$ cat src/rtl/bt_pkg.sv
// =============================================================================
// Module : bt_pkg
// Shared constants, state encodings and the byte classifier for the Bluetooth
// frequency-control path.
// Rev    : 1.0
// =============================================================================
`default_nettype none

package bt_pkg;

  localparam logic [7:0] ASCII_0  = 8'h30;
  localparam logic [7:0] ASCII_9  = 8'h39;
  localparam logic [7:0] ASCII_CR = 8'h0D;
  localparam logic [7:0] ASCII_LF = 8'h0A;
  localparam logic [7:0] ASCII_SP = 8'h20;

  localparam int DEFAULT_MAX_DIGITS  = 8;
  localparam int DEFAULT_TIMEOUT_CYC = 5_000_000;

  typedef enum logic [1:0] {
    ST_IDLE    = 2'd0,
    ST_RECV    = 2'd1,
    ST_DISCARD = 2'd2
  } state_e;

  typedef enum logic [1:0] {
    CLS_DIGIT = 2'd0,
    CLS_TERM  = 2'd1,
    CLS_SPACE = 2'd2,
    CLS_OTHER = 2'd3
  } byte_cls_e;

  function automatic byte_cls_e classify(input logic [7:0] b);
    if (b >= ASCII_0 && b <= ASCII_9) begin
      return CLS_DIGIT;
    end else if (b == ASCII_CR || b == ASCII_LF) begin
      return CLS_TERM;
    end else if (b == ASCII_SP) begin
      return CLS_SPACE;
    end else begin
      return CLS_OTHER;
    end
  endfunction

endpackage

`default_nettype wire

$ cat src/rtl/bt_idle_timer.sv
// =============================================================================
// Module : bt_idle_timer
// Counts idle cycles while enabled; strobes expire on the TIMEOUT_CYC-th one.
// Rev    : 1.0
// =============================================================================
`default_nettype none

module bt_idle_timer
  import bt_pkg::*;
#(
  parameter int TIMEOUT_CYC = DEFAULT_TIMEOUT_CYC
) (
  input  logic clk,
  input  logic rst,
  input  logic clear_i,
  input  logic enable_i,
  output logic expire_o
);

  localparam int CNT_W = (TIMEOUT_CYC > 1) ? $clog2(TIMEOUT_CYC) : 1;
  localparam logic [CNT_W-1:0] LAST = CNT_W'(TIMEOUT_CYC - 1);

  logic [CNT_W-1:0] count_q;
  logic [CNT_W-1:0] count_d;

  // A clear in the expiry cycle suppresses the strobe: the byte wins.
  assign expire_o = enable_i && !clear_i && (count_q == LAST);

  always_comb begin
    count_d = count_q + CNT_W'(1);
    if (clear_i || !enable_i || expire_o) begin
      count_d = '0;
    end
  end

  always_ff @(posedge clk or posedge rst) begin
    if (rst) begin
      count_q <= '0;
    end else begin
      count_q <= count_d;
    end
  end

endmodule

`default_nettype wire

$ cat src/rtl/bt_ascii_bcd_frame.sv
// =============================================================================
// Module : bt_ascii_bcd_frame
// Assembles a terminated line of ASCII digits into a right-aligned packed BCD word.
// Rev    : 1.0
// =============================================================================
`default_nettype none

module bt_ascii_bcd_frame
  import bt_pkg::*;
#(
  parameter int MAX_DIGITS  = DEFAULT_MAX_DIGITS,
  parameter int TIMEOUT_CYC = DEFAULT_TIMEOUT_CYC
) (
  input  logic                    clk,
  input  logic                    rst,
  input  logic [7:0]              rx_data,
  input  logic                    rx_valid,
  output logic [4*MAX_DIGITS-1:0] bcd_data,
  output logic                    bcd_valid,
  output logic                    frame_err,
  output logic                    busy
);

  localparam int SR_W  = 4 * MAX_DIGITS;
  localparam int CNT_W = $clog2(MAX_DIGITS + 1);

  state_e            state_q, state_d;
  logic [SR_W-1:0]   sr_q, sr_d;
  logic [CNT_W-1:0]  cnt_q, cnt_d;
  logic [SR_W-1:0]   bcd_data_q, bcd_data_d;
  logic              bcd_valid_q, bcd_valid_d;
  logic              frame_err_q, frame_err_d;
  logic              busy_q, busy_d;

  byte_cls_e         cls;
  logic [3:0]        nibble;
  logic              expire;

  assign cls    = classify(rx_data);
  // Digits are 0x30..0x39, so the low nibble already equals byte - 0x30.
  assign nibble = rx_data[3:0];

  bt_idle_timer #(
    .TIMEOUT_CYC (TIMEOUT_CYC)
  ) u_idle_timer (
    .clk      (clk),
    .rst      (rst),
    .clear_i  (rx_valid || (state_q == ST_IDLE)),
    .enable_i (state_q != ST_IDLE),
    .expire_o (expire)
  );

  always_comb begin
    state_d     = state_q;
    sr_d        = sr_q;
    cnt_d       = cnt_q;
    bcd_data_d  = bcd_data_q;
    bcd_valid_d = 1'b0;
    frame_err_d = 1'b0;

    case (state_q)
      ST_IDLE: begin
        if (rx_valid) begin
          case (cls)
            CLS_DIGIT: begin
              sr_d    = {{(SR_W-4){1'b0}}, nibble};
              cnt_d   = CNT_W'(1);
              state_d = ST_RECV;
            end
            CLS_OTHER: frame_err_d = 1'b1;
            default: ;
          endcase
        end
      end

      ST_RECV: begin
        if (rx_valid) begin
          case (cls)
            CLS_DIGIT: begin
              if (cnt_q < CNT_W'(MAX_DIGITS)) begin
                sr_d  = {sr_q[SR_W-5:0], nibble};
                cnt_d = cnt_q + CNT_W'(1);
              end else begin
                state_d = ST_DISCARD;
              end
            end
            CLS_TERM: begin
              bcd_data_d  = sr_q;
              bcd_valid_d = 1'b1;
              cnt_d       = '0;
              state_d     = ST_IDLE;
            end
            default: state_d = ST_DISCARD;
          endcase
        end else if (expire) begin
          frame_err_d = 1'b1;
          sr_d        = '0;
          cnt_d       = '0;
          state_d     = ST_IDLE;
        end
      end

      ST_DISCARD: begin
        if (rx_valid) begin
          if (cls == CLS_TERM) begin
            frame_err_d = 1'b1;
            sr_d        = '0;
            cnt_d       = '0;
            state_d     = ST_IDLE;
          end
        end else if (expire) begin
          frame_err_d = 1'b1;
          sr_d        = '0;
          cnt_d       = '0;
          state_d     = ST_IDLE;
        end
      end

      default: state_d = ST_IDLE;
    endcase

    busy_d = (state_d != ST_IDLE);
  end

  always_ff @(posedge clk or posedge rst) begin
    if (rst) begin
      state_q     <= ST_IDLE;
      sr_q        <= '0;
      cnt_q       <= '0;
      bcd_data_q  <= '0;
      bcd_valid_q <= 1'b0;
      frame_err_q <= 1'b0;
      busy_q      <= 1'b0;
    end else begin
      state_q     <= state_d;
      sr_q        <= sr_d;
      cnt_q       <= cnt_d;
      bcd_data_q  <= bcd_data_d;
      bcd_valid_q <= bcd_valid_d;
      frame_err_q <= frame_err_d;
      busy_q      <= busy_d;
    end
  end

  assign bcd_data  = bcd_data_q;
  assign bcd_valid = bcd_valid_q;
  assign frame_err = frame_err_q;
  assign busy      = busy_q;

endmodule

`default_nettype wire

$ cat config.mk
export PLATFORM = sky130hd
export DESIGN_NAME = bt_ascii_bcd_frame
export DESIGN_NICKNAME = d
export VERILOG_FILES = /design/src/rtl/bt_pkg.sv /design/src/rtl/bt_idle_timer.sv /design/src/rtl/bt_ascii_bcd_frame.sv
export SDC_FILE = /design/constraint.sdc
export NUM_CORES = 1
export LEC_CHECK = 0
export ABC_AREA = 0
export ABC_CLOCK_PERIOD_IN_PS = 3700
export BUFFER_PORTS_ARGS = -buffer_cell sky130_fd_sc_hd__buf_2
export CAP_MARGIN = 10
export CELL_PAD_IN_SITES_DETAIL_PLACEMENT = 1
export CELL_PAD_IN_SITES_GLOBAL_PLACEMENT = 2
export CORE_AREA = 5 5 130 101
export CTS_BUF_LIST = sky130_fd_sc_hd__clkbuf_4 sky130_fd_sc_hd__clkbuf_8
export CTS_CLUSTER_DIAMETER = 80
export DETAILED_ROUTE_END_ITERATION = 6
export DIE_AREA = 0 0 135 106
export PLACE_DENSITY = 0.85
export SETUP_SLACK_MARGIN = 0.5
export SLEW_MARGIN = 5
export SYNTH_ARGS = -nofsm -noshare
export SYNTH_HDL_FRONTEND = slang
export SYNTH_SLANG_ARGS = --single-unit
$ cat constraint.sdc
create_clock -name clk -period 3.7 [get_ports clk]
set_input_delay 1.11 -clock clk [delete_from_list [all_inputs] [get_ports clk]]
set_output_delay 1.11 -clock clk [all_outputs]
set_load 0.01 [all_outputs]
==> insert_results.sql <==
INSERT INTO impl_metrics (metric_group, metric, value, unit) VALUES
('worst_setup_path', 'timing.critical_path.from_type', 'input pin', ''),
('global_route', 'grt_antenna_before_repair', '0', ''),
('power', 'intPower', '1.560', 'mW'),
('route', 'wirelength', '9.239', 'mm'),
('placement', 'place.port_buffers', '45', ''),
('power', 'comb_power_share', '16.8', '%'),
('sta', 'period_needed', '2.882', 'ns'),
('synthesis', 'netlist-cell-type-count', '54', ''),
('synthesis', 'synth_edf_count', '0', ''),
('route', 'vias_per_cell', '5.070', ''),
('global_route', 'via_count_of_the_first_global_routing_pass', '3067', ''),
('worst_setup_path', 'path_max_fanout', '32', ''),
('sta', 'finalSetupViolations', '0', ''),
('sta', 'fin_crit_sh', '77.88', '%'),
('layout', 'area_delta_synth_final', '14.85', '%'),
('power', 'netSwitchingFraction', '30.03', '%'),
('synthesis', 'synth-main-ff-cell', 'sky130_fd_sc_hd__dfrtp_1', ''),
('synthesis', 'yosysWarningCount', '0', ''),
('clock_network', 'clock_latency_on_the_worst_skew_pair', '0.37', 'ns'),
('clock_network', 'number_of_clock_sinks', '96', ''),
('layout', 'stdcell_area', '4876', 'sq um'),
('clock_network', 'cts_buffers', '9', ''),
('synthesis', 'cell_taking_the_most_area_after_synthesis', 'sky130_fd_sc_hd__dfrtp_1', ''),
('power', 'cellPowerDensity', '457.4', 'nW/um^2'),
('clock_network', 'root_buffer', 'sky130_fd_sc_hd__clkbuf_8', ''),
('die', 'core.rowCount', '35', ''),
('layout', 'fillers', '1276', ''),
('clock_network', 'clock_path_buffers', '2', ''),
('hold_path', 'hp-class', 'flip-flop to flip-flop', ''),
('die', 'initial_utilization', '35.77', '%'),
('sta', 'pins_over_slew_limit', '0', ''),
('die', 'die-height', '106', 'microns'),
('placement', 'routabilityCongestion', '0.7696', ''),
('worst_setup_path', 'worstPathArrival', '3.13', 'ns'),
('route', 'route.antenna.remaining_nets', '0', ''),
('power', 'power.switching', '669.6', 'uW'),
('layout', 'layout_common_cells', 'sky130_fd_sc_hd__dfrtp_1, sky130_fd_sc_hd__buf_2, sky130_fd_sc_hd__mux2_2, sky130_fd_sc_hd__a22o_1, sky130_fd_sc_hd__nor2_1', ''),
('global_route', 'maximum_number_of_pins_on_one_net_before_global_route_repair', '50', ''),
('route', 'route.detailed.wl_per_inst', '16.18', 'microns'),
('route', 'route.vias.total', '2895', ''),
('layout', 'final_nets', '418', ''),
('worst_setup_path', 'cp_data_required_time', '3.95', 'ns'),
('synthesis', 'synth-async-reset-ratio', '100.0', '%'),
('sta', 'worst_slew_pin_slew', '0.8726', 'ns'),
('power', 'p_leak', '2.290', 'nW'),
('sta', 'setup_repair_after_global_routing_missed_its_margin', 'no', ''),
('sta', 'achievable-frequency', '347.0', 'MHz'),
('clock_network', 'cts_hold_repair.buffers', '0', ''),
('sta', 'finalHoldViolCount', '0', ''),
('clock_network', 'cts.htree.levels', '3', ''),
('synthesis', 'syn_nets', '370', ''),
('synthesis', 'synthCells', '352', ''),
('clock_network', 'clk_pin_slew', '0.10', 'ns'),
('route', 'drt_first_iter_violations', '98', ''),
('job', 'max_cap_viol_count', '0', ''),
('synthesis', 'syn_area', '4245', 'sq um'),
('worst_setup_path', 'critPathKind', 'input pin to flip-flop', ''),
('global_route', 'grtUsageTotal', '13.72', '%'),
('die', 'dieArea', '14310', 'sq um'),
('power', 'clockPowerShare', '32.6', '%'),
('synthesis', 'synth_area_per_cell', '12.06', 'sq um'),
('placement', 'hpwl', '6.497', 'mm'),
('die', 'ioPinCount', '46', ''),
('synthesis', 'synth_top_cells_by_area', 'sky130_fd_sc_hd__dfrtp_1, sky130_fd_sc_hd__mux2_2, sky130_fd_sc_hd__a22o_1', ''),
('synthesis', 'yosysTopAreaCellShare', '56.59', '%'),
('die', 'design.core.area', '11870', 'sq um'),
('synthesis', 'yosysSeqAreaShare', '56.59', '%'),
('worst_setup_path', 'critical_path.endpoint_type', 'flip-flop', ''),
('sta', 'fin_worst_skew', '0.01035', 'ns'),
('status', 'outcome', 'finished clean', ''),
('layout', 'final_common_cell', 'sky130_fd_sc_hd__dfrtp_1', '');
==> worst max-delay path, cell delays in order <==
cell and delay, ns:
sky130_fd_sc_hd__buf_2 0.10, sky130_fd_sc_hd__nand4bb_1 0.31, sky130_fd_sc_hd__o32a_1 0.48, sky130_fd_sc_hd__a31oi_1 0.37, sky130_fd_sc_hd__o211ai_4 0.39, sky130_fd_sc_hd__a22o_1 0.36
==> sequential cells by signal (all words and copies together) (netlist names) <==
register              cells
frame_err                 1
u_idle_timer.count_q     23
sr_q                     32
state_q                   2
busy                      1
bcd_valid                 1
cnt_q                     4
bcd_data                 32
==> power groups by stage <==
stage / clock [mW] / combinational [mW] / sequential, mW
2_1_floorplan: 0 / 0.302 / 1.14
3_3_place_gp: 0 / 0.365 / 1.15
3_5_place_dp: 0 / 0.377 / 1.15
4_1_cts: 0.760 / 0.378 / 1.13
5_1_grt: 0.797 / 0.421 / 1.13
6_report: 0.727 / 0.375 / 1.13
==> metal layers <==
metal  global-route usage [%]  routed length [microns]
met2                    21.23                     4221
met5                        0                        0
met3                    3.500                      369
met1                    19.12                     4547
met4                    3.885                      100
==> worst paths after layout <==
| path | from | endpoint | slack, ns | cells after the start |
|---|---|---|---|---|
| max | rx_data[6] | sr_q[15] | 0.82 | 6 |
| min | u_idle_timer.count_q[0] | u_idle_timer.count_q[0] | 0.49 | 1 |
| max reg2reg | u_idle_timer.count_q[0] | sr_q[15] | 1.05 | 6 |
| min reg2reg | u_idle_timer.count_q[0] | u_idle_timer.count_q[0] | 0.49 | 1 |
| max in group asynchronous | rst | u_idle_timer.count_q[8] | 2.13 | 3 |
| min in group asynchronous | rst | bcd_data[26] | 0.85 | 2 |
==> Yosys cell counts (2+ instances only) <==
cell	instances
sky130_fd_sc_hd__dfrtp_1	96
sky130_fd_sc_hd__mux2_2	33
sky130_fd_sc_hd__a22o_1	32
sky130_fd_sc_hd__nor2_1	32
sky130_fd_sc_hd__nand2_1	16
sky130_fd_sc_hd__xnor2_1	15
sky130_fd_sc_hd__inv_1	14
sky130_fd_sc_hd__nand3_1	10
sky130_fd_sc_hd__o21ai_0	10
sky130_fd_sc_hd__a21oi_1	7
sky130_fd_sc_hd__ha_1	7
sky130_fd_sc_hd__clkbuf_1	6
sky130_fd_sc_hd__nor4_1	6
sky130_fd_sc_hd__nor3_1	5
sky130_fd_sc_hd__or3_1	5
sky130_fd_sc_hd__a31oi_1	3
sky130_fd_sc_hd__and3_1	3
sky130_fd_sc_hd__buf_1	3
sky130_fd_sc_hd__buf_6	3
sky130_fd_sc_hd__nor4b_1	3
sky130_fd_sc_hd__and2_1	2
sky130_fd_sc_hd__buf_2	2
sky130_fd_sc_hd__nand2b_1	2
sky130_fd_sc_hd__nand4_1	2
sky130_fd_sc_hd__nor2b_1	2
sky130_fd_sc_hd__nor3b_1	2
sky130_fd_sc_hd__o211a_1	2
sky130_fd_sc_hd__o21bai_1	2
sky130_fd_sc_hd__xor2_1	2
==> cell families (layout without fill, tap and decap cells) <==
logic type,count (synthesis),count (layout),synth area share [%]
AND/OR/NAND/NOR,100,100,12.64
flip-flops,96,96,56.59
AO/OA/AOI/OAI,71,71,13.38
multiplexers,33,33,8.753
buffers and inverters,28,81,3.065
XOR/XNOR,17,17,3.507
adder cells (fa/ha/maj),7,7,2.063
==> area by class of cell <==
cell class	instances	area, sq um	area share, %
sequential	96	2402	49.27
clock inverter	6	73.82	1.514
multi-input combinational	228	1715	35.18
tap	166	207.7	4.260
clock buffer	10	137.6	2.823
timing repair buffer	51	282.8	5.799
inverter	14	56.30	1.155
==> through the flow <==
stage	instances	hold slack, ns	worst slack, ns	util (%)
after global placement	555	0.4812	0.6175	39.30
after CTS	571	0.4976	0.8764	41.09
after detailed placement	555	0.4830	0.4666	39.30
after floorplan	352	0.4549	0.9449	-
after global routing	571	0.5258	0.7216	41.09
final	571	0.4949	0.8184	41.09
Note: power is estimated with default switching activity, not from simulation.
